### src/rtl/spi_slave_core_p.sv
// rtl/spi_slave_core_p.sv - parameterised SPI slave core with one-word TX holding register
//
// Purpose: SPI slave (configurable width, CPOL/CPHA, bit order) running entirely
// in the i_clk domain. SPI pins are oversampled through synchronisers.
//
// Ports:
//   i_clk, w_reset      system clock, synchronous active-high reset
//   i_spi_cs_n/sck/si   asynchronous SPI pins (chip select, clock, MOSI)
//   o_spi_so, _oe       MISO data and output enable (enable while selected)
//   i_tx_data/valid     next TX word offer; o_tx_ready = holding register empty
//   o_rx_data/valid     last complete RX word and its 1-cycle strobe
//   o_tx_underrun       1-cycle pulse: a word started with the holding register empty
//   o_frame_end         1-cycle pulse on chip-select deassertion
//   o_busy              chip select asserted (synchronised)

module spi_slave_core_p #(
  parameter int DATA_W      = 8,
  parameter int CPOL        = 0,
  parameter int CPHA        = 0,
  parameter int MSB_FIRST   = 1,
  parameter int SYNC_STAGES = 2
) (
  input  logic              i_clk,
  input  logic              w_reset,
  input  logic              i_spi_cs_n,
  input  logic              i_spi_sck,
  input  logic              i_spi_si,
  output logic              o_spi_so,
  output logic              o_spi_so_oe,
  input  logic [DATA_W-1:0] i_tx_data,
  input  logic              i_tx_valid,
  output logic              o_tx_ready,
  output logic [DATA_W-1:0] o_rx_data,
  output logic              o_rx_valid,
  output logic              o_tx_underrun,
  output logic              o_frame_end,
  output logic              o_busy
);

  localparam logic P_CPOL = (CPOL != 0);
  localparam logic P_CPHA = (CPHA != 0);
  localparam logic P_MSB  = (MSB_FIRST != 0);
  localparam int   CNT_W  = $clog2(DATA_W);
  localparam logic [CNT_W-1:0] LAST_BIT = CNT_W'(DATA_W - 1);

  typedef enum logic {ST_IDLE, ST_ACTIVE} state_t;

  state_t r_state, w_state_nxt;

  logic [SYNC_STAGES-1:0] r_cs_sync, r_sck_sync, r_si_sync;
  logic r_cs_d, r_sck_d;

  logic [CNT_W-1:0]  r_bit_cnt;
  logic [DATA_W-1:0] r_rx_shift, r_tx_shift, r_hold_data, r_rx_data;
  logic r_hold_full, r_rx_valid, r_underrun, r_frame_end;

  logic w_cs, w_sck, w_si;
  logic w_cs_fall, w_cs_rise, w_sck_edge, w_lead, w_trail;
  logic w_sample_edge, w_shift_edge;
  logic w_do_start, w_do_stop, w_do_sample, w_do_shift, w_load, w_tx_hs;
  logic [DATA_W-1:0] w_rx_next;

  // Synchronisers; reset to the idle pin levels so release of reset with the
  // bus idle produces no spurious edges.
  always_ff @(posedge i_clk) begin
    if (w_reset) begin
      r_cs_sync  <= '1;
      r_sck_sync <= {SYNC_STAGES{P_CPOL}};
      r_si_sync  <= '0;
      r_cs_d     <= 1'b1;
      r_sck_d    <= P_CPOL;
    end else begin
      r_cs_sync  <= {r_cs_sync[SYNC_STAGES-2:0], i_spi_cs_n};
      r_sck_sync <= {r_sck_sync[SYNC_STAGES-2:0], i_spi_sck};
      r_si_sync  <= {r_si_sync[SYNC_STAGES-2:0], i_spi_si};
      r_cs_d     <= r_cs_sync[SYNC_STAGES-1];
      r_sck_d    <= r_sck_sync[SYNC_STAGES-1];
    end
  end

  assign w_cs  = r_cs_sync[SYNC_STAGES-1];
  assign w_sck = r_sck_sync[SYNC_STAGES-1];
  assign w_si  = r_si_sync[SYNC_STAGES-1];

  assign w_cs_fall  = r_cs_d & ~w_cs;
  assign w_cs_rise  = ~r_cs_d & w_cs;
  assign w_sck_edge = w_sck ^ r_sck_d;
  assign w_lead     = w_sck_edge & (w_sck != P_CPOL);
  assign w_trail    = w_sck_edge & (w_sck == P_CPOL);

  assign w_sample_edge = P_CPHA ? w_trail : w_lead;
  assign w_shift_edge  = P_CPHA ? w_lead  : w_trail;

  always_ff @(posedge i_clk) begin
    if (w_reset) r_state <= ST_IDLE;
    else         r_state <= w_state_nxt;
  end

  // SCK edges only act while ACTIVE and not in the cycle CS rises.
  always_comb begin
    w_state_nxt = r_state;
    w_do_start  = 1'b0;
    w_do_stop   = 1'b0;
    w_do_sample = 1'b0;
    w_do_shift  = 1'b0;
    case (r_state)
      ST_IDLE: begin
        if (w_cs_fall) begin
          w_state_nxt = ST_ACTIVE;
          w_do_start  = 1'b1;
        end
      end
      ST_ACTIVE: begin
        if (w_cs_rise) begin
          w_state_nxt = ST_IDLE;
          w_do_stop   = 1'b1;
        end else begin
          w_do_sample = w_sample_edge;
          w_do_shift  = w_shift_edge;
        end
      end
      default: w_state_nxt = ST_IDLE;
    endcase
  end

  // CPHA=0 presents the first bit before any clock, so the first word loads at
  // CS fall; later words (and all CPHA=1 words) load on a shift edge at bit 0.
  assign w_load  = (w_do_start & ~P_CPHA) | (w_do_shift & (r_bit_cnt == '0));
  assign w_tx_hs = i_tx_valid & ~r_hold_full;

  assign w_rx_next = P_MSB ? {r_rx_shift[DATA_W-2:0], w_si}
                           : {w_si, r_rx_shift[DATA_W-1:1]};

  always_ff @(posedge i_clk) begin
    if (w_reset) begin
      r_bit_cnt   <= '0;
      r_rx_shift  <= '0;
      r_tx_shift  <= '0;
      r_hold_data <= '0;
      r_hold_full <= 1'b0;
      r_rx_data   <= '0;
      r_rx_valid  <= 1'b0;
      r_underrun  <= 1'b0;
      r_frame_end <= 1'b0;
    end else begin
      r_rx_valid  <= 1'b0;
      r_underrun  <= w_load & ~r_hold_full;
      r_frame_end <= w_do_stop;

      if (w_do_start || w_do_stop) begin
        r_bit_cnt  <= '0;
        r_rx_shift <= '0;
      end else if (w_do_sample) begin
        r_rx_shift <= w_rx_next;
        if (r_bit_cnt == LAST_BIT) begin
          r_bit_cnt  <= '0;
          r_rx_data  <= w_rx_next;
          r_rx_valid <= 1'b1;
        end else begin
          r_bit_cnt <= r_bit_cnt + CNT_W'(1);
        end
      end

      if (w_load)
        r_tx_shift <= r_hold_full ? r_hold_data : '0;
      else if (w_do_shift)
        r_tx_shift <= P_MSB ? {r_tx_shift[DATA_W-2:0], 1'b0}
                            : {1'b0, r_tx_shift[DATA_W-1:1]};
      else if (w_do_stop)
        r_tx_shift <= '0;

      // A handshake can only occur while empty; a coincident load has then
      // already underrun, so the new word waits for the next word slot.
      if (w_tx_hs) begin
        r_hold_data <= i_tx_data;
        r_hold_full <= 1'b1;
      end else if (w_load) begin
        r_hold_full <= 1'b0;
      end
    end
  end

  assign o_busy        = (r_state == ST_ACTIVE);
  assign o_spi_so_oe   = o_busy;
  assign o_spi_so      = o_busy & (P_MSB ? r_tx_shift[DATA_W-1] : r_tx_shift[0]);
  assign o_tx_ready    = ~r_hold_full;
  assign o_rx_data     = r_rx_data;
  assign o_rx_valid    = r_rx_valid;
  assign o_tx_underrun = r_underrun;
  assign o_frame_end   = r_frame_end;

endmodule

### config.mk
export PLATFORM = sky130hd
export DESIGN_NAME = spi_slave_core_p
export DESIGN_NICKNAME = d
export VERILOG_FILES = /design/src/rtl/spi_slave_core_p.sv
export SDC_FILE = /design/constraint.sdc
export NUM_CORES = 1
export LEC_CHECK = 0
export CAP_MARGIN = 30
export CORE_AREA = 3 3 62 64
export DETAILED_ROUTE_END_ITERATION = 7
export DIE_AREA = 0 0 65 67
export PLACE_DENSITY = 0.79
export RECOVER_POWER = 100
export SLEW_MARGIN = 15
export SYNTH_ARGS = -nofsm -noshare
export SYNTH_HDL_FRONTEND = slang
export SYNTH_SLANG_ARGS = --single-unit
### constraint.sdc
create_clock -name i_clk -period 2.25 [get_ports i_clk]
set_input_delay 0.675 -clock i_clk [delete_from_list [all_inputs] [get_ports i_clk]]
set_output_delay 0.675 -clock i_clk [all_outputs]
set_load 0.01 [all_outputs]
### After elaboration in Yosys (flattened, before gate mapping)

Cells that the tools add are included.

* register bits after elaboration: 47
* output and inout bits: 15
* word-level logic and storage cells: 59

* $add $sub $neg: 1
* equal/unequal tests: 1
* multiplexer cells: 18
* bitwise gates (word level): 17
* reductions and logical operators: 7

Operators by type and width (number)
* $mux W8: 4
* $mux W1: 12
* $and A1 B1 Y1: 8
* $not A1 Y1: 7
* $add A3 B1 Y3 const B: 1
* $eq A3 B3 Y1 const B: 1
* $logic_not A3 Y1: 1
* $mux W3: 1
* $reduce_and A3 Y1: 1
* $reduce_bool A3 Y1: 1
* $reduce_or A3 Y1: 1
* $pmux W1 S2: 1
* $reduce_bool A2 Y1: 1
* $reduce_or A2 Y1: 1
* $logic_or A1 B1 Y1: 1
* $or A1 B1 Y1: 1
* $xor A1 B1 Y1: 1

### Depth between registers and ports, before layout

Gate-level depths: netlist of run 1.

* word-level depth: 8
* mapped depth: 7
* depth with buffers taken out: 6

### Worst setup path after synthesis of run 1

Ideal clock, no wire load.

* kind: register to output
* from: register r_state (netlist: o_busy)
* to: output o_spi_so
* arrival time: 814 ps
* required time: 1575 ps
* slack: 761 ps
* cell stages (with the launch flop): 3
* path buffers: 1
* cells stage by stage: dfxtp_1 buf_2 and2_1

* longest elaborated chain between the ends: 1

RTL lines
* from (decl): RTL line 48 `state_t r_state, w_state_nxt;`
* from (signal assigned): RTL line 96 `else r_state <= w_state_nxt;`
* $and A1 B1 Y1: RTL line 185 `assign o_spi_so = o_busy & (P_MSB ? r_tx_shift[DATA_W-1] : r_tx_shift[0]);`
* to (decl): RTL line 28 `output logic o_spi_so,`

No other way between the ends.

### Worst setup path in the final report of run 1

* from: register r_state (netlist: o_busy)
* to: output o_spi_so_oe

RTL lines
* to (decl): RTL line 29 `output logic o_spi_so_oe,`

No word-level cell between the ends.

==> results.md, run 1 <==
- The count of port buffers added during placement is 28.
- The total negative setup slack is 0 ns.
- The first global-routing pass estimated 6140 µm of wire.
- The worst setup path is captured at an output pin.
- Measured along the y axis, the die boundary spans 67 µm.
- The total global routing overflow is 0.
- The post-placement worst setup slack is 0.295 ns.
- The average vias per placed instance is 5.40.
- The number of different library cells used by synthesis comes to 33.
- Entering global routing, the biggest net connects 23 pins.
- In the finished design, the share of the clock period the worst path needs comes to 95.1%.
- In this run the standard cell core region covers 0.00334 mm².
- The largest individual stage delay along the critical path comes from the cell sky130_fd_sc_hd__clkdlybuf4s50_1.
- The total clock buffers created by CTS is 5.
- The number of gates resized after cts is 0.
- Once placement completed, the tool counted placed cells totaling 254.
- The flow ran to the end, and the final reports show no timing, DRC or antenna violations.
- The number of warning messages in the yosys log is 0.
- The number of search-and-repair iterations in the first detailed-routing pass is 4.
- The total number of placement rows is 21.
- The area share of and/or/nand/nor cells after synthesis is 18.7%.
- The master cell of the clock root buffer is sky130_fd_sc_hd__clkbuf_4.
- The number of top-level pins is 29.
- The worst setup margin is 0.109 ns.
- The buffer count from post-CTS setup fixing is 0.
- In the final routed layout, each cell accounts on average for 14.0 µm.
- Buffers inserted to repair hold after CTS numbered 0.
- The final number of hold-violating endpoints came to 0.
- The synthesized flop and latch total is 47.
- The largest fanout of any net on the critical path is 14.
- The layout-stage area growth over the synthesis result is 20.6%.
- STA classifies the critical path startpoint as a flop.
- The maximum buffer depth of the clock tree is 2.
- The count of pins over their slew limit is 0.
- Summed over all nets, the half-perimeter wirelength after detailed placement is 2530 µm.
- The utilization of the core after routing is 66.2%.
- Summed over all layers, the routed wires come to 3660 µm.
- Setup violations remaining at the end of the flow were counted as 0.
- Global routing used 18.7% of the available tracks across all layers.
- The number of global-route vias before repair came to 1360.
- Of the post-synthesis cell area, the part taken by muxes is 9.29%.
- The measured slew at the worst slew-check pin is 0.899 ns.
- The H-tree was split into 2 levels.
- The total inserted antenna cells is 0.
- The minimum clock period after layout is 2.14 ns.
- After synthesis, the largest family of logic cells by area is simple AND/OR/NAND/NOR gates.
- Counting every net in the synthesized netlist gives 205.
- Counting the fill cells in the layout gives 268.
- For this run, the slowest stage of the critical path takes 0.55 ns.
- Static timing analysis puts the maximum clock frequency at 0.467 GHz.
- The clock-pin slew on the worst setup and hold paths is 0.15 ns.
- The complex-gate fraction of the synthesized area is 12.6%.
- The buffer and inverter count on the worst path is 2.
- The clock sink count is 47.
- At the later pin of the worst-skew pair, clock insertion delay measures 0.37 ns.
- Across the run, the number of max-cap violations was 0.
- The top cell family by delay on the critical path is buffers and inverters.
- Summing over every cut layer, the via total after detailed routing is 1416.
- The relative max-transition margin is 40.1%.
- The total die area is 0.00436 mm².
- The overall power is 1.52 mW.
- Data arrives at the worst endpoint at 1.47 ns.
- The number of antenna violations at the first check in global routing is 0.
- Counting every instance in the synthesized netlist gives 188.
- Once detail routing completed, the nets flagged for antenna violations numbered 0.
- The floorplan step set the die width to 65 µm.
- The power per standard cell area is 686 mW/mm².
- The path type of the worst min-delay path is reg2reg.
- Once the floorplan was initialized, standard cells occupied 54.9% of the core.
- TritonCTS built the clock tree.
- The leakage power summed over all cells is 1.01 nW.
- For this run, the post-layout net count is 232.
- In this run, the number of DRC markers left after iteration 0 of detailed routing was 97.
- The critical path data required time is 1.57 ns.
- Across all register-to-register paths, the minimum setup slack is 0.48 ns.
- Walking the worst path, the cells encountered are buf_4 > clkdlybuf4s50_1.
- The post-synthesis share of cell area spent on full adders, half adders and majority gates is 2.05%.
- The critical path class is reg2out.
- For this run, the register share of the synthesized area comes to 51.4%.
- Setup repair after global routing left no endpoint under its margin.
- The average cell area after synthesis is 9.74 µm².
- Once layout is complete, the cells apart from fillers number 262.
- The library cell used most frequently in the layout, excluding fill and tap cells, is sky130_fd_sc_hd__dfxtp_1.
- The share of post-route cells with drive strength above 1 is 9.26%.
- The remaining design rule violation count is 0.
- The worst clock skew is 0.0117 ns.
- The top cell types in the final layout, fill and taps aside, are sky130_fd_sc_hd__dfxtp_1 (47), sky130_fd_sc_hd__nor2_1 (21), sky130_fd_sc_hd__nand2_1 (20), sky130_fd_sc_hd__mux2i_1 (17), sky130_fd_sc_hd__clkdlybuf4s50_1 (15).
- The maximum VDD drop is 0.496 mV.
- Of the total synthesized cell area, the portion taken by XOR and XNOR cells is 0%.
- The weighted congestion at the end of routability-driven global placement is 0.757.
- The post-synthesis instance area is 0.00183 mm².
report_power, final:
group          internal [mW]  switching [mW]
clock network          0.240           0.284
logic                 0.0564          0.0591
registers              0.858          0.0178
cells in the mapped netlist:
cell type | instances | share of area, %
sky130_fd_sc_hd__o21ai_4 | 1 | 0.89
sky130_fd_sc_hd__o21ai_0 | 1 | 0.27
sky130_fd_sc_hd__or3_1 | 1 | 0.34
sky130_fd_sc_hd__and4b_1 | 2 | 1.1
sky130_fd_sc_hd__nor2b_1 | 8 | 2.7
sky130_fd_sc_hd__dfxtp_1 | 47 | 51
sky130_fd_sc_hd__nor3_1 | 1 | 0.27
sky130_fd_sc_hd__mux2i_1 | 17 | 9.3
sky130_fd_sc_hd__nand2b_4 | 1 | 0.75
sky130_fd_sc_hd__a21oi_1 | 12 | 3.3
sky130_fd_sc_hd__nor3b_1 | 2 | 0.82
sky130_fd_sc_hd__buf_4 | 1 | 0.41
sky130_fd_sc_hd__nand2_1 | 20 | 4.1
sky130_fd_sc_hd__buf_2 | 4 | 1.1
sky130_fd_sc_hd__clkbuf_1 | 5 | 1.0
sky130_fd_sc_hd__nand3_1 | 1 | 0.27
sky130_fd_sc_hd__nor4bb_1 | 1 | 0.55
sky130_fd_sc_hd__a32o_2 | 1 | 0.61
sky130_fd_sc_hd__and2b_2 | 1 | 0.48
sky130_fd_sc_hd__a31oi_1 | 1 | 0.34
sky130_fd_sc_hd__a222oi_1 | 7 | 3.8
sky130_fd_sc_hd__ha_1 | 3 | 2.0
sky130_fd_sc_hd__or2_2 | 3 | 1.0
sky130_fd_sc_hd__buf_6 | 2 | 1.2
sky130_fd_sc_hd__and2_4 | 1 | 0.48
sky130_fd_sc_hd__nor2b_2 | 1 | 0.48
sky130_fd_sc_hd__nor2_1 | 21 | 4.3
sky130_fd_sc_hd__a32oi_1 | 1 | 0.48
sky130_fd_sc_hd__nand4_1 | 1 | 0.34
sky130_fd_sc_hd__and2_1 | 1 | 0.34
sky130_fd_sc_hd__nand2_2 | 1 | 0.34
sky130_fd_sc_hd__inv_1 | 11 | 2.3
sky130_fd_sc_hd__a211oi_1 | 7 | 2.9
final timing paths:
check                start       endpoint  cells after the start
max                 o_busy    o_spi_so_oe                      2
min          r_sck_sync[0]  r_sck_sync[1]                      1
max reg2reg   r_bit_cnt[0]   o_rx_data[4]                      5
min reg2reg  r_sck_sync[0]  r_sck_sync[1]                      1
layout make-up:
cell class	count	area (µm²)	area share (%)
clock inverters	3	47.5	2.15
clock buffers	5	37.5	1.70
well taps	46	57.6	2.61
multi-input cells	118	781	35.4
flip-flops and latches	47	941	42.6
inverters	11	41.3	1.87
repair buffers	32	303	13.7
layer usage:
| metal | up-vias | global-route usage (%) | routed length [µm] |
|---|---|---|---|
| met5 | - | 0 | 0 |
| met4 | 0 | 9.76 | 61 |
| met3 | 6 | 6.07 | 176 |
| met2 | 39 | 29.6 | 1700 |
| met1 | 675 | 22.6 | 1720 |
| li1 | 696 | - | - |
metrics by stage:
step | instance area (µm²) | hold WS (ns)
2_1_floorplan | 1830 | 0.389
3_3_place_gp | 2130 | 0.402
3_5_place_dp | 2130 | 0.426
4_1_cts | 2220 | 0.460
5_1_grt | 2210 | 0.469
6_report | 2210 | 0.456
cells by family (layout without fill, tap and decap cells):
family	Yosys count	in the layout
and+or+nand+nor	67	67
AOI/OAI and AO/OA	31	31
DFF	47	47
adders and majority gates	3	3
buffers and inverters	23	51
muxes	17	17
sequential cells by signal, indices dropped and copies added, names as in the netlist:
| signal | count |
|---|---|
| o_rx_data | 8 |
| r_hold_data | 8 |
| r_tx_shift | 8 |
| r_rx_shift | 7 |
| r_bit_cnt | 3 |
| r_cs_sync | 2 |
| r_sck_sync | 2 |
| r_si_sync | 2 |
| o_busy | 1 |
| o_frame_end | 1 |
| o_rx_valid | 1 |
| o_tx_underrun | 1 |
| r_cs_d | 1 |
| r_hold_full | 1 |
| r_sck_d | 1 |
(Power assumes the default switching activity.)
==> inputs of run 2 (changes only) <==
CTS_CLUSTER_SIZE = 8   (was unset)
==> results of run 2 <==
Final layout, timing and power as in run 1 (identical DEF).
